File: src/rtl/scan_resp_pkg.sv
// Shared types and address-map constants for the scan request responder.
package scan_resp_pkg;

    localparam int unsigned DATA_W     = 32;
    localparam int unsigned ADDR_W     = 12;
    localparam int unsigned SPACE_BIT  = 11;
    localparam int unsigned REG_IDX_W  = 6;
    localparam int unsigned MEM_ADDR_W = 11;

    typedef enum logic [2:0] {
        IDLE,
        REG_ACK,
        MEM_ISSUE,
        MEM_WAIT,
        MEM_ACK
    } state_t;

endpackage

File: src/rtl/scan_cfg_regbank.sv
// Configuration register bank: indexed write, combinational read mux,
// unmapped-index detection and a flattened view of all registers.
module scan_cfg_regbank
    import scan_resp_pkg::*;
#(
    parameter int unsigned         REG_NUM   = 16,
    parameter logic [DATA_W-1:0]   BAD_RDATA = 32'hDEAD_BEEF
) (
    input  logic                        clk,
    input  logic                        rst_n,
    input  logic                        wr_en,
    input  logic [REG_IDX_W-1:0]        idx,
    input  logic [DATA_W-1:0]           wdata,
    output logic [DATA_W-1:0]           rdata,
    output logic                        unmapped,
    output logic [REG_NUM*DATA_W-1:0]   cfg_regs
);

    logic [DATA_W-1:0] regs [REG_NUM];

    // Extra MSB keeps the compare meaningful when REG_NUM is 64.
    assign unmapped = ({1'b0, idx} >= (REG_IDX_W + 1)'(REG_NUM));

    always_ff @(posedge clk or negedge rst_n) begin
        if (!rst_n) begin
            for (int unsigned i = 0; i < REG_NUM; i++) begin
                regs[i] <= '0;
            end
        end else if (wr_en && !unmapped) begin
            for (int unsigned i = 0; i < REG_NUM; i++) begin
                if (idx == REG_IDX_W'(i)) begin
                    regs[i] <= wdata;
                end
            end
        end
    end

    always_comb begin
        rdata = '0;
        if (unmapped) begin
            rdata = BAD_RDATA;
        end else begin
            for (int unsigned i = 0; i < REG_NUM; i++) begin
                if (idx == REG_IDX_W'(i)) begin
                    rdata = regs[i];
                end
            end
        end
    end

    always_comb begin
        cfg_regs = '0;
        for (int unsigned i = 0; i < REG_NUM; i++) begin
            cfg_regs[i*DATA_W +: DATA_W] = regs[i];
        end
    end

endmodule

File: src/rtl/scan_reg_mem_resp.sv
// Scan request responder: services single-cycle read/write pulses from the
// internal register bank or a fixed-latency SRAM, answering with scan_ready.
module scan_reg_mem_resp
    import scan_resp_pkg::*;
#(
    parameter int unsigned   REG_NUM     = 16,
    parameter int unsigned   MEM_LATENCY = 2,
    parameter logic [31:0]   BAD_RDATA   = 32'hDEAD_BEEF
) (
    input  logic                        clk,
    input  logic                        rst_n,
    input  logic                        scan_wen,
    input  logic                        scan_ren,
    input  logic [ADDR_W-1:0]           scan_addr,
    input  logic [DATA_W-1:0]           scan_wdata,
    output logic [DATA_W-1:0]           scan_rdata,
    output logic                        scan_ready,
    output logic                        mem_ce,
    output logic                        mem_we,
    output logic [MEM_ADDR_W-1:0]       mem_addr,
    output logic [DATA_W-1:0]           mem_wdata,
    input  logic [DATA_W-1:0]           mem_rdata,
    output logic [REG_NUM*DATA_W-1:0]   cfg_regs,
    output logic                        err_flag
);

    localparam int unsigned CNT_W = (MEM_LATENCY > 1) ? $clog2(MEM_LATENCY) : 1;

    state_t              state;
    state_t              state_nx;
    logic [CNT_W-1:0]    wait_cnt;
    logic [DATA_W-1:0]   rdata_q;

    logic                req;
    logic                accept;
    logic                is_mem;
    logic                reg_wr;
    logic [DATA_W-1:0]   reg_rdata;
    logic                reg_unmapped;

    assign req    = scan_wen | scan_ren;
    assign accept = req && (state == IDLE);
    assign is_mem = scan_addr[SPACE_BIT];
    assign reg_wr = accept && !is_mem && scan_wen;

    scan_cfg_regbank #(
        .REG_NUM   (REG_NUM),
        .BAD_RDATA (BAD_RDATA)
    ) u_regbank (
        .clk      (clk),
        .rst_n    (rst_n),
        .wr_en    (reg_wr),
        .idx      (scan_addr[REG_IDX_W-1:0]),
        .wdata    (scan_wdata),
        .rdata    (reg_rdata),
        .unmapped (reg_unmapped),
        .cfg_regs (cfg_regs)
    );

    always_ff @(posedge clk or negedge rst_n) begin
        if (!rst_n) begin
            state <= IDLE;
        end else begin
            state <= state_nx;
        end
    end

    always_comb begin
        state_nx   = state;
        mem_ce     = 1'b0;
        scan_ready = 1'b0;
        scan_rdata = '0;
        unique case (state)
            IDLE: begin
                if (req) begin
                    state_nx = is_mem ? MEM_ISSUE : REG_ACK;
                end
            end
            REG_ACK: begin
                scan_ready = 1'b1;
                scan_rdata = rdata_q;
                state_nx   = IDLE;
            end
            MEM_ISSUE: begin
                mem_ce   = 1'b1;
                state_nx = MEM_WAIT;
            end
            MEM_WAIT: begin
                if (wait_cnt == '0) begin
                    state_nx = MEM_ACK;
                end
            end
            MEM_ACK: begin
                scan_ready = 1'b1;
                scan_rdata = rdata_q;
                state_nx   = IDLE;
            end
            default: state_nx = IDLE;
        endcase
    end

    // Read data is captured at acceptance for registers and at the end of
    // the wait window for memory, so the ACK states only present rdata_q.
    always_ff @(posedge clk or negedge rst_n) begin
        if (!rst_n) begin
            mem_we    <= 1'b0;
            mem_addr  <= '0;
            mem_wdata <= '0;
            wait_cnt  <= '0;
            rdata_q   <= '0;
            err_flag  <= 1'b0;
        end else begin
            if (accept) begin
                if (is_mem) begin
                    mem_we    <= scan_wen;
                    mem_addr  <= scan_addr[MEM_ADDR_W-1:0];
                    mem_wdata <= scan_wdata;
                end else begin
                    rdata_q <= scan_wen ? '0 : reg_rdata;
                end
            end
            if (state == MEM_ISSUE) begin
                wait_cnt <= CNT_W'(MEM_LATENCY - 1);
            end else if (state == MEM_WAIT) begin
                if (wait_cnt == '0) begin
                    rdata_q <= mem_we ? '0 : mem_rdata;
                end else begin
                    wait_cnt <= wait_cnt - 1'b1;
                end
            end
            if ((req && state != IDLE) || (accept && !is_mem && reg_unmapped)) begin
                err_flag <= 1'b1;
            end
        end
    end

endmodule

File: config.mk
export PLATFORM = sky130hd
export DESIGN_NAME = scan_reg_mem_resp
export DESIGN_NICKNAME = d
export VERILOG_FILES = /design/src/rtl/scan_resp_pkg.sv /design/src/rtl/scan_cfg_regbank.sv /design/src/rtl/scan_reg_mem_resp.sv
export SDC_FILE = /design/constraint.sdc
export NUM_CORES = 1
export LEC_CHECK = 0
export BUFFER_PORTS_ARGS = -buffer_cell sky130_fd_sc_hd__buf_2
export CELL_PAD_IN_SITES_DETAIL_PLACEMENT = 0
export CELL_PAD_IN_SITES_GLOBAL_PLACEMENT = 1
export CORE_ASPECT_RATIO = 0.7
export CORE_MARGIN = 2
export CORE_UTILIZATION = 45
export DETAILED_ROUTE_END_ITERATION = 16
export HOLD_SLACK_MARGIN = 0.06
export PLACE_DENSITY_LB_ADDON = 0.25
export SKIP_CTS_REPAIR_TIMING = 1
export SLEW_MARGIN = 20
export SYNTH_ARGS = -nofsm -noshare
export SYNTH_HDL_FRONTEND = slang
export SYNTH_SLANG_ARGS = --single-unit
export TNS_END_PERCENT = 5
File: constraint.sdc
create_clock -name clk -period 5.1 [get_ports clk]
set_input_delay 0.51 -clock clk [delete_from_list [all_inputs] [get_ports clk]]
set_output_delay 0.51 -clock clk [all_outputs]
set_load 0.01 [all_outputs]
# After elaboration in Yosys (flattened, before gate mapping)
# Index checks and enable logic that the tools add are counted.
[word_totals] reg_bits=593 inputBits=80 word_cells=113
[op_classes] addsub=1 order_cmp=1 eq_ne=21 n_mux=34 bitwise=1 reduce_logical=32
[op_table] cell="2-to-1 mux 32 bit" n=25
[op_table] cell="equality test 6 x 4 -> 1 bit (second input constant)" n=8
[op_table] cell="AND reduction 2 bit" n=18
[op_table] cell="equality test 6 x 3 -> 1 bit (second input constant)" n=4
[op_table] cell="equality test 6 x 2 -> 1 bit (second input constant)" n=2
[op_table] cell="case mux 3 bit (3 select lines)" n=1
[op_table] cell="equality test 3 x 2 -> 1 bit (second input constant)" n=2
[op_table] cell="equality test 6 x 1 -> 1 bit (second input constant)" n=1
[op_table] cell="greater-or-equal comparator 6 x 5 -> 1 bit (second input constant)" n=1
[op_table] cell="logical AND 1 bit" n=6
[op_table] cell="logical NOT 6 bit" n=1
[op_table] cell="2-to-1 mux 3 bit" n=2
[op_table] cell="2-to-1 mux 1 bit" n=5
[op_table] cell="!= test 2 bit (second input constant)" n=2
[op_table] cell="equality test 3 x 1 -> 1 bit (second input constant)" n=1
[op_table] cell="equality test 3 bit (second input constant)" n=1
[op_table] cell="logical NOT 3 bit" n=1
[op_table] cell="nonzero test 3 bit" n=1
[op_table] cell="logical NOT 1 bit" n=2
[op_table] cell="2-to-1 mux 2 bit" n=1
[op_table] cell="nonzero test 2 bit" n=1
[op_table] cell="OR reduction 2 bit" n=1
[op_table] cell="logical OR 1 bit" n=1
[op_table] cell="OR 1 bit" n=1
[op_table] cell="subtractor 1 bit (second input constant)" n=1

# Depth between registers and ports, before layout
# Gate-level depths: netlist of run 1.
[depth] ltp_word=24 mapped_depth=10 depth_no_buf=7

# Cells and area by module
# A second synthesis of run 1 with hierarchy kept.
[hier_totals] cells_unflattened=2128 hier_area_um2=27241.1
[by_module_without_submodules] mod="scan_cfg_regbank" instances=1 cells_per_inst=1780 area_each_um2=23228.5 seq_area_each_um2=12812.3
[by_module_without_submodules] mod="scan_reg_mem_resp" instances=1 cells_per_inst=348 area_each_um2=4012.6 seq_area_each_um2=2026.9

# Least setup slack after synthesis of run 1
# OpenSTA, ideal clock, no wires.
[synth_timing] kind="input to register" start="in scan_addr[5]" end="reg u_regbank.regs, in the netlist u_regbank.cfg_regs[146]" arrival_ns=2.209 setup_slack_ns=2.764 cell_stages=7 path_buffers=3 path_cell_list="clkbuf_1 or2_2 nor4b_4 buf_4 nand3_2 buf_2 mux2_1"
[synth_between] elab_chain_cells=4
[synth_lines] element="start: declaration" line="scan_reg_mem_resp.sv:14" text="input logic [ADDR_W-1:0] scan_addr,"
[synth_lines] element="greater-or-equal comparator 6 x 5 -> 1 bit" line="scan_cfg_regbank.sv:22" text="assign unmapped = ({1'b0, idx} >= (REG_IDX_W + 1)'(REG_NUM));"
[synth_lines] element="logical NOT 1 bit" line="scan_cfg_regbank.sv:29" text="end else if (wr_en && !unmapped) begin"
[synth_lines] element="logical AND 1 bit" line="scan_cfg_regbank.sv:29"
[synth_lines] element="AND reduction 2 bit (no source line) (*)"
[synth_lines] element="end signal: indexed assignment" line="scan_cfg_regbank.sv:32" text="regs[i] <= wdata;"
[synth_lines] element="end: declaration" line="scan_cfg_regbank.sv:19" text="logic [DATA_W-1:0] regs [REG_NUM];"
# Every way passes the cells marked *; elsewhere a longest branch is shown, timed or not.
# A chain may end at the register's enable or synchronous reset.

# Worst setup path after layout of run 1
[layout_timing] start="reg state[0]" end="reg u_regbank.regs, in the netlist u_regbank.cfg_regs[172]"
[layout_between] elab_chain_cells=6
[layout_lines] element="start: declaration" line="scan_reg_mem_resp.sv:29" text="state_t state;"
[layout_lines] element="start signal: assignment" line="scan_reg_mem_resp.sv:64" text="state <= state_nx;"
[layout_lines] element="logical NOT 3 bit" line="scan_reg_mem_resp.sv:42" text="assign accept = req && (state == IDLE);"
[layout_lines] element="logical AND 1 bit" line="scan_reg_mem_resp.sv:42"
[layout_lines] element="logical AND 1 bit (2 in series)" line="scan_reg_mem_resp.sv:44" text="assign reg_wr = accept && !is_mem && scan_wen;"
[layout_lines] element="logical AND 1 bit" line="scan_cfg_regbank.sv:29"
[layout_lines] element="AND reduction 2 bit (no source line)"
# No other way between the ends.

==> flow_metrics.env, run 1 <==
export IMPL_outcome="finished, final reports clean"
export IMPL_coreArea_mm2=0.0599
export IMPL_tns_ns=0
export IMPL_crit_type="reg2reg"
export IMPL_place_congestion=0.937
export IMPL_yosysWarnings=0
export IMPL_finalInstanceArea_mm2=0.0335
export IMPL_place_detailed_hpwl_mm=85.1
export IMPL_cp_start_kind="flip-flop"
export IMPL_synth_edff_count=0
export IMPL_muxShareOfSynthArea=0.265
export IMPL_mostFrequentLayoutCells="buf_2, dfrtp_1, mux2_2, nor2_1, o21ai_0"
export IMPL_die_h_um=210
export IMPL_async_flop_share=1.00
export IMPL_globalRoute_totalOverflow=0
export IMPL_synth_cell_types=65
export IMPL_cp_num_buf_inv=1
export IMPL_clk_root_buffer_cell="clkbuf_16"
export IMPL_grt_max_degree=137
export IMPL_die_area_mm2=0.0625
export IMPL_cts_tree="done"
export IMPL_viasPerCell=6.29
export IMPL_num_vias=22600
export IMPL_insertion_delay_ns=0.64
export IMPL_gr_usage_all_layers=0.381
export IMPL_synthToLayoutAreaGrowth_pct=23.1
export IMPL_post_drt_wl_per_cell_um=33.8
export IMPL_power_leakage_nw=18.2
export IMPL_htreeDepth=2
export IMPL_first_global_vias=22600
export IMPL_ys_top_cells_by_area="dfrtp_1, mux2_2, mux2i_1"
export IMPL_fin_nets=2816
export IMPL_place_area_mm2=0.0315
export IMPL_synth_avg_cell_area_um2=12.8
export IMPL_numClockSinks=593
export IMPL_synth_xor_area_share=0.000322
export IMPL_grt_first_pass_wirelength_mm=171
export IMPL_synth_seq_cells=593
export IMPL_post_route_period_util=0.733
export IMPL_synthCells=2132
export IMPL_start_util=0.455
export IMPL_fin_skew_ns=0.0351
export IMPL_io_pins=671
export IMPL_layout_drive_gt1_share=0.513
export IMPL_worst_pin_slew_ns=1.30
export IMPL_layout_commonest_cell="buf_2"
export IMPL_cpMaxStageDelayCell="nor4b_4"
export IMPL_worst_path_largest_cell_delay_ns=0.94
export IMPL_cts_made_buffers=59
export IMPL_synth_top_family_by_area="multiplexers"
export IMPL_syn_num_nets=2212
export IMPL_synth_compound_area_frac=0.102
export IMPL_hold_viol=0
export IMPL_crit_required_ns=5.62
export IMPL_slew_headroom=0.124
export IMPL_path_cells="or3_1, nor4b_4, nand3_2, buf_4, mux2_2"
export IMPL_path_max_fanout=18
export IMPL_path_delay_family="simple AND/OR/NAND/NOR gates"
export IMPL_synth_top_area_frac=0.545
export IMPL_crit_arrival_ns=4.25
export IMPL_peakVddDrop_mv=0.286
export IMPL_clkTransAtPathRegs_ns=0.06
export IMPL_hold_path_class="in2reg"
export IMPL_synth_fa_ha_area_frac=0
export IMPL_fmax_mhz=268
export IMPL_synth_area_mm2=0.0272
export IMPL_yosysTopAreaCell="dfrtp_1"
export IMPL_num_rows=75
export IMPL_synth_simple_area_share=0.0573
export IMPL_die_w_um=298
export IMPL_grt_setup_unrepaired="false"
export IMPL_antenna_found_initial=8
export IMPL_drt_wl_total_mm=122
export IMPL_antenna_left=0
export IMPL_final_max_slew_viol_count=0
export IMPL_synth_main_ff_cell="dfrtp_1"
export IMPL_setup_viol=0
export IMPL_seq_area_frac_synth=0.545
export IMPL_cap_violations=0
export IMPL_finalCriticalPeriod_ns=3.74
export IMPL_drc=0
export IMPL_portBuffers=670
export IMPL_power_density_mw_per_mm2=358
export IMPL_drt_initial_drc_count=2496
export IMPL_drt_pass1_iterations=5
export IMPL_cp_end_kind="flip-flop"
export IMPL_cts_path_max_buffers=3
power breakdown:
group	leakage (nW)	switching (mW)	total, mW	internal [mW]
Combinational	9.01	1.28	2.04	0.753
Clock	1.00	1.97	4.61	2.63
Sequential	8.14	0.283	5.36	5.07
Total	18.2	3.54	12.0	8.46
cells by family after synthesis:
logic type | count (synthesis)
and+or+nand+nor | 311
buffers and inverters | 195
AOI/OAI and AO/OA | 399
muxes | 633
DFF | 593
xor gates and xnor gates | 1
worst register-to-register path: cells and delay by family, from the launching register on:
family | cells | cell delay, ns
muxes | 1 | 0.37
DFF | 1 | 0.45
buffers and inverters | 1 | 0.52
and+or+nand+nor | 3 | 2.30
metal layers:
metal | track usage | wire length (um) | vias up
li1 | - | - | 9135
met1 | 0.511 | 48600 | 11800
met2 | 0.577 | 54100 | 1403
met3 | 0.142 | 15000 | 249
met4 | 0.114 | 3900 | 6
met5 | 0 | 34 | -
synth_stat cells, types with 19 or more instances:
cell      count
a21oi_1      63
a221oi_1     23
a22oi_1      35
a31oi_1      19
and2_1       34
buf_2        56
clkbuf_1    121
dfrtp_1     593
mux2_2      548
mux2i_1      53
nand2_1      71
nor2_1       89
nor3_1       33
o21ai_0      80
o221ai_1     39
o22ai_1      25
final cells by class:
type | count | area (um^2)
sequential | 593 | 14800
antenna | 1 | 2.50
clock buffer | 91 | 1770
fill | 5235 | 26300
multi-input combinational | 1344 | 11800
timing repair buffer | 732 | 3890
tap | 808 | 1010
inverter | 6 | 22.5
clock inverter | 20 | 244
worst paths after layout:
| check | start | to | slack (ns) | depth (start not counted) |
|---|---|---|---|---|
| setup reg to reg | state[0] | u_regbank.cfg_regs[172] | 1.36 | 5 |
| min in group asynchronous | rst_n | mem_wdata[29] | 0.50 | 2 |
| hold reg to reg | rdata_q[5] | rdata_q[5] | 0.50 | 2 |
| max in group asynchronous | rst_n | u_regbank.cfg_regs[203] | 3.19 | 3 |
| setup / recovery | state[0] | u_regbank.cfg_regs[172] | 1.36 | 5 |
| hold / removal | scan_addr[7] | mem_addr[7] | 0.11 | 2 |
stage by stage:
step | hold WS (ns) | setup slack [ns] | instances | power (mW) | util
6_report | 0.109 | 1.36 | 3595 | 12.0 | 0.560
5_1_grt | 0.104 | 1.32 | 3594 | 12.4 | 0.560
4_1_cts | -0.0691 | 1.47 | 3593 | 12.0 | 0.560
3_5_place_dp | 0.490 | 1.02 | 3482 | 7.43 | 0.526
3_3_place_gp | 0.484 | 1.05 | 3482 | 7.38 | 0.526
2_1_floorplan | 0.214 | 2.76 | 2132 | 6.38 | -
sequential cells by signal, indices dropped and copies added, names as in the netlist:
register / flops
mem_addr: 11
wait_cnt: 1
u_regbank.cfg_regs: 512
mem_we: 1
mem_wdata: 32
state: 3
err_flag: 1
rdata_q: 32
Power figures use the tool's default switching activity.
==> inputs of run 2 (changes only) <==
--- a/config.mk
+++ b/config.mk
@@ -10,7 +10,7 @@
 export CELL_PAD_IN_SITES_GLOBAL_PLACEMENT = 1
 export CORE_ASPECT_RATIO = 0.7
 export CORE_MARGIN = 2
-export CORE_UTILIZATION = 45
+export CORE_UTILIZATION = 43
 export DETAILED_ROUTE_END_ITERATION = 16
 export HOLD_SLACK_MARGIN = 0.06
 export PLACE_DENSITY_LB_ADDON = 0.25
==> constraint.sdc (replaced) <==
create_clock -name clk -period 3.5 [get_ports clk]
set_input_delay 0.35 -clock clk [delete_from_list [all_inputs] [get_ports clk]]
set_output_delay 0.35 -clock clk [all_outputs]
set_load 0.01 [all_outputs]
==> run 2 against run 1 <==
Sequential power grew 46%. Worst setup slack lost 1.0 ns. Clock power grew 41%. Die area grew 4.6%. Routed wire length grew 0.78%. First-iteration DRC count shrank 1.2%. Clock skew shrank 0.0088 ns. Worst hold slack lost 0.062 ns. Via count grew 1.5%. Critical path depth grew 3. Clock-buffer cell count shrank 7.
==> flow_metrics.env, run 2 (same netlist as run 1, synthesis figures left out) <==
export IMPL_grt_first_pass_wirelength_mm=173
export IMPL_r2r_cells=6
export IMPL_finalCriticalPeriod_ns=3.17
export IMPL_power_leakage_nw=18.5
export IMPL_dp_slack_ns=-0.0285
export IMPL_globalRoute_totalOverflow=0
export IMPL_cts_path_max_buffers=3
export IMPL_start_util=0.433
export IMPL_use_met2=0.544
export IMPL_crit_required_ns=3.96
export IMPL_hold_path_class="in2reg"
export IMPL_outcome="finished, final reports clean"
export IMPL_r2r_end="rdata_q[0]"
export IMPL_fin_nets=2899
export IMPL_place_detailed_hpwl_mm=89.4
export IMPL_first_global_vias=22600
export IMPL_layout_drive_gt1_share=0.521
export IMPL_path_max_fanout=44
export IMPL_grt_max_degree=92
export IMPL_gr_usage_all_layers=0.368
export IMPL_rr_startpoint="u_regbank.cfg_regs[256]"
export IMPL_power_density_mw_per_mm2=506
export IMPL_setup_viol=0
export IMPL_place_congestion=0.962
export IMPL_coreArea_mm2=0.0629
export IMPL_cts_made_buffers=59
export IMPL_mostFrequentLayoutCells="buf_2, dfrtp_1, mux2_2, buf_4, nor2_1"
export IMPL_slew_headroom=0.243
export IMPL_htreeDepth=2
export IMPL_busiest_layer="met2"
export IMPL_num_vias=23000
export IMPL_grt_setup_unrepaired="false"
export IMPL_grt_util_met3=0.135
export IMPL_post_route_period_util=0.905
export IMPL_antenna_left=0
export IMPL_antenna_found_initial=7
export IMPL_crit_type="in2reg"
export IMPL_reg2reg_slack_ns=0.64
export IMPL_crit_arrival_ns=3.62
export IMPL_met1_usage=0.506
export IMPL_die_w_um=305
export IMPL_cap_violations=0
export IMPL_io_pins=671
export IMPL_drc=0
export IMPL_post_drt_wl_per_cell_um=33.2
export IMPL_endpoint="rdata_q[0]"
export IMPL_drt_initial_drc_count=2466
export IMPL_drt_wl_total_mm=123
export IMPL_crit_start="scan_addr[0]"
export IMPL_peakVddDrop_mv=0.351
export IMPL_hold_viol=0
export IMPL_cp_end_kind="flip-flop"
export IMPL_numClockSinks=593
export IMPL_layout_commonest_cell="buf_2"
export IMPL_fmax_mhz=316
export IMPL_viasPerCell=6.22
export IMPL_insertion_delay_ns=0.64
export IMPL_die_area_mm2=0.0654
export IMPL_die_h_um=215
export IMPL_synthToLayoutAreaGrowth_pct=25.7
export IMPL_clkTransAtPathRegs_ns=0.07
export IMPL_cts_tree="done"
export IMPL_largest_reg_flops=512
export IMPL_cp_start_kind="input pin"
export IMPL_hold_depth=3
export IMPL_final_max_slew_viol_count=0
export IMPL_drt_pass1_iterations=6
export IMPL_portBuffers=670
export IMPL_worst_pin_slew_ns=1.12
export IMPL_layout_setup_ws_ns=0.332
export IMPL_num_rows=77
export IMPL_fin_skew_ns=0.0263
export IMPL_clk_root_buffer_cell="clkbuf_16"
export IMPL_fin_hold_ws_ns=0.0468
export IMPL_postLayoutCoreUtil=0.544
export IMPL_tns_ns=0
[run 2: cell types whose count changed in the layout (fill, tap and decap cells not counted), sizes merged]
cell / delta
diode: +1
dlygate4sd3: +18
buf: +65
inv: -1
clkinvlp: +3
clkbuf: -7
clkinv: -2
[run 2: layout make-up]
class	count	area, um^2
Timing Repair Buffer	815	4670
Antenna cell	2	5.00
Fill cell	5484	28700
Tap cell	829	1040
Sequential cell	593	14800
Multi-Input combinational cell	1344	11700
Clock inverter	20	240
Inverter	6	22.5
Clock buffer	84	1680
[run 2: worst min-delay path by stage]
stage / slack [ns] / endpoint / start
after CTS: -0.23 / mem_wdata[24] / rst_n
after floorplan: 0.05 / err_flag / rst_n
after detailed placement: 0.43 / mem_wdata[24] / rst_n
after global placement: 0.43 / mem_wdata[24] / rst_n
final: 0.05 / rdata_q[0] / mem_rdata[0]
after global routing: 0.07 / rdata_q[3] / mem_rdata[3]
[run 2: metrics by stage]
| step | power, mW | std cells | instance area (um^2) |
|---|---|---|---|
| global route | 17.9 | 3692 | 34200 |
| CTS | 17.3 | 3672 | 34000 |
| global placement | 10.8 | 3568 | 32100 |
| detailed placement | 10.9 | 3568 | 32100 |
| floorplan | 9.30 | 2132 | 27200 |
| finish | 17.3 | 3693 | 34200 |
[run 2: power breakdown]
part	internal (mW)	leakage (nW)	switching (mW)	total [mW]
sequential	7.39	8.14	0.404	7.80
clock	3.69	0.942	2.81	6.50
combinational	1.16	9.39	1.86	3.02
[run 2: critical path, stage by stage]
cell	delay [ns]
buf_6	0.40
buf_4	0.39
mux2_2	0.43
a221oi_1	0.48
a21oi_1	0.14
a221o_1	0.28
o21ai_0	0.87
a21oi_1	0.17
[run 2: metal layers]
metal  routed length [um]  vias up
met5                   44        -
met4                 3770        6
met3                14400      219
met2                53600     1379
met1                50800    12000
li1                     -     9304
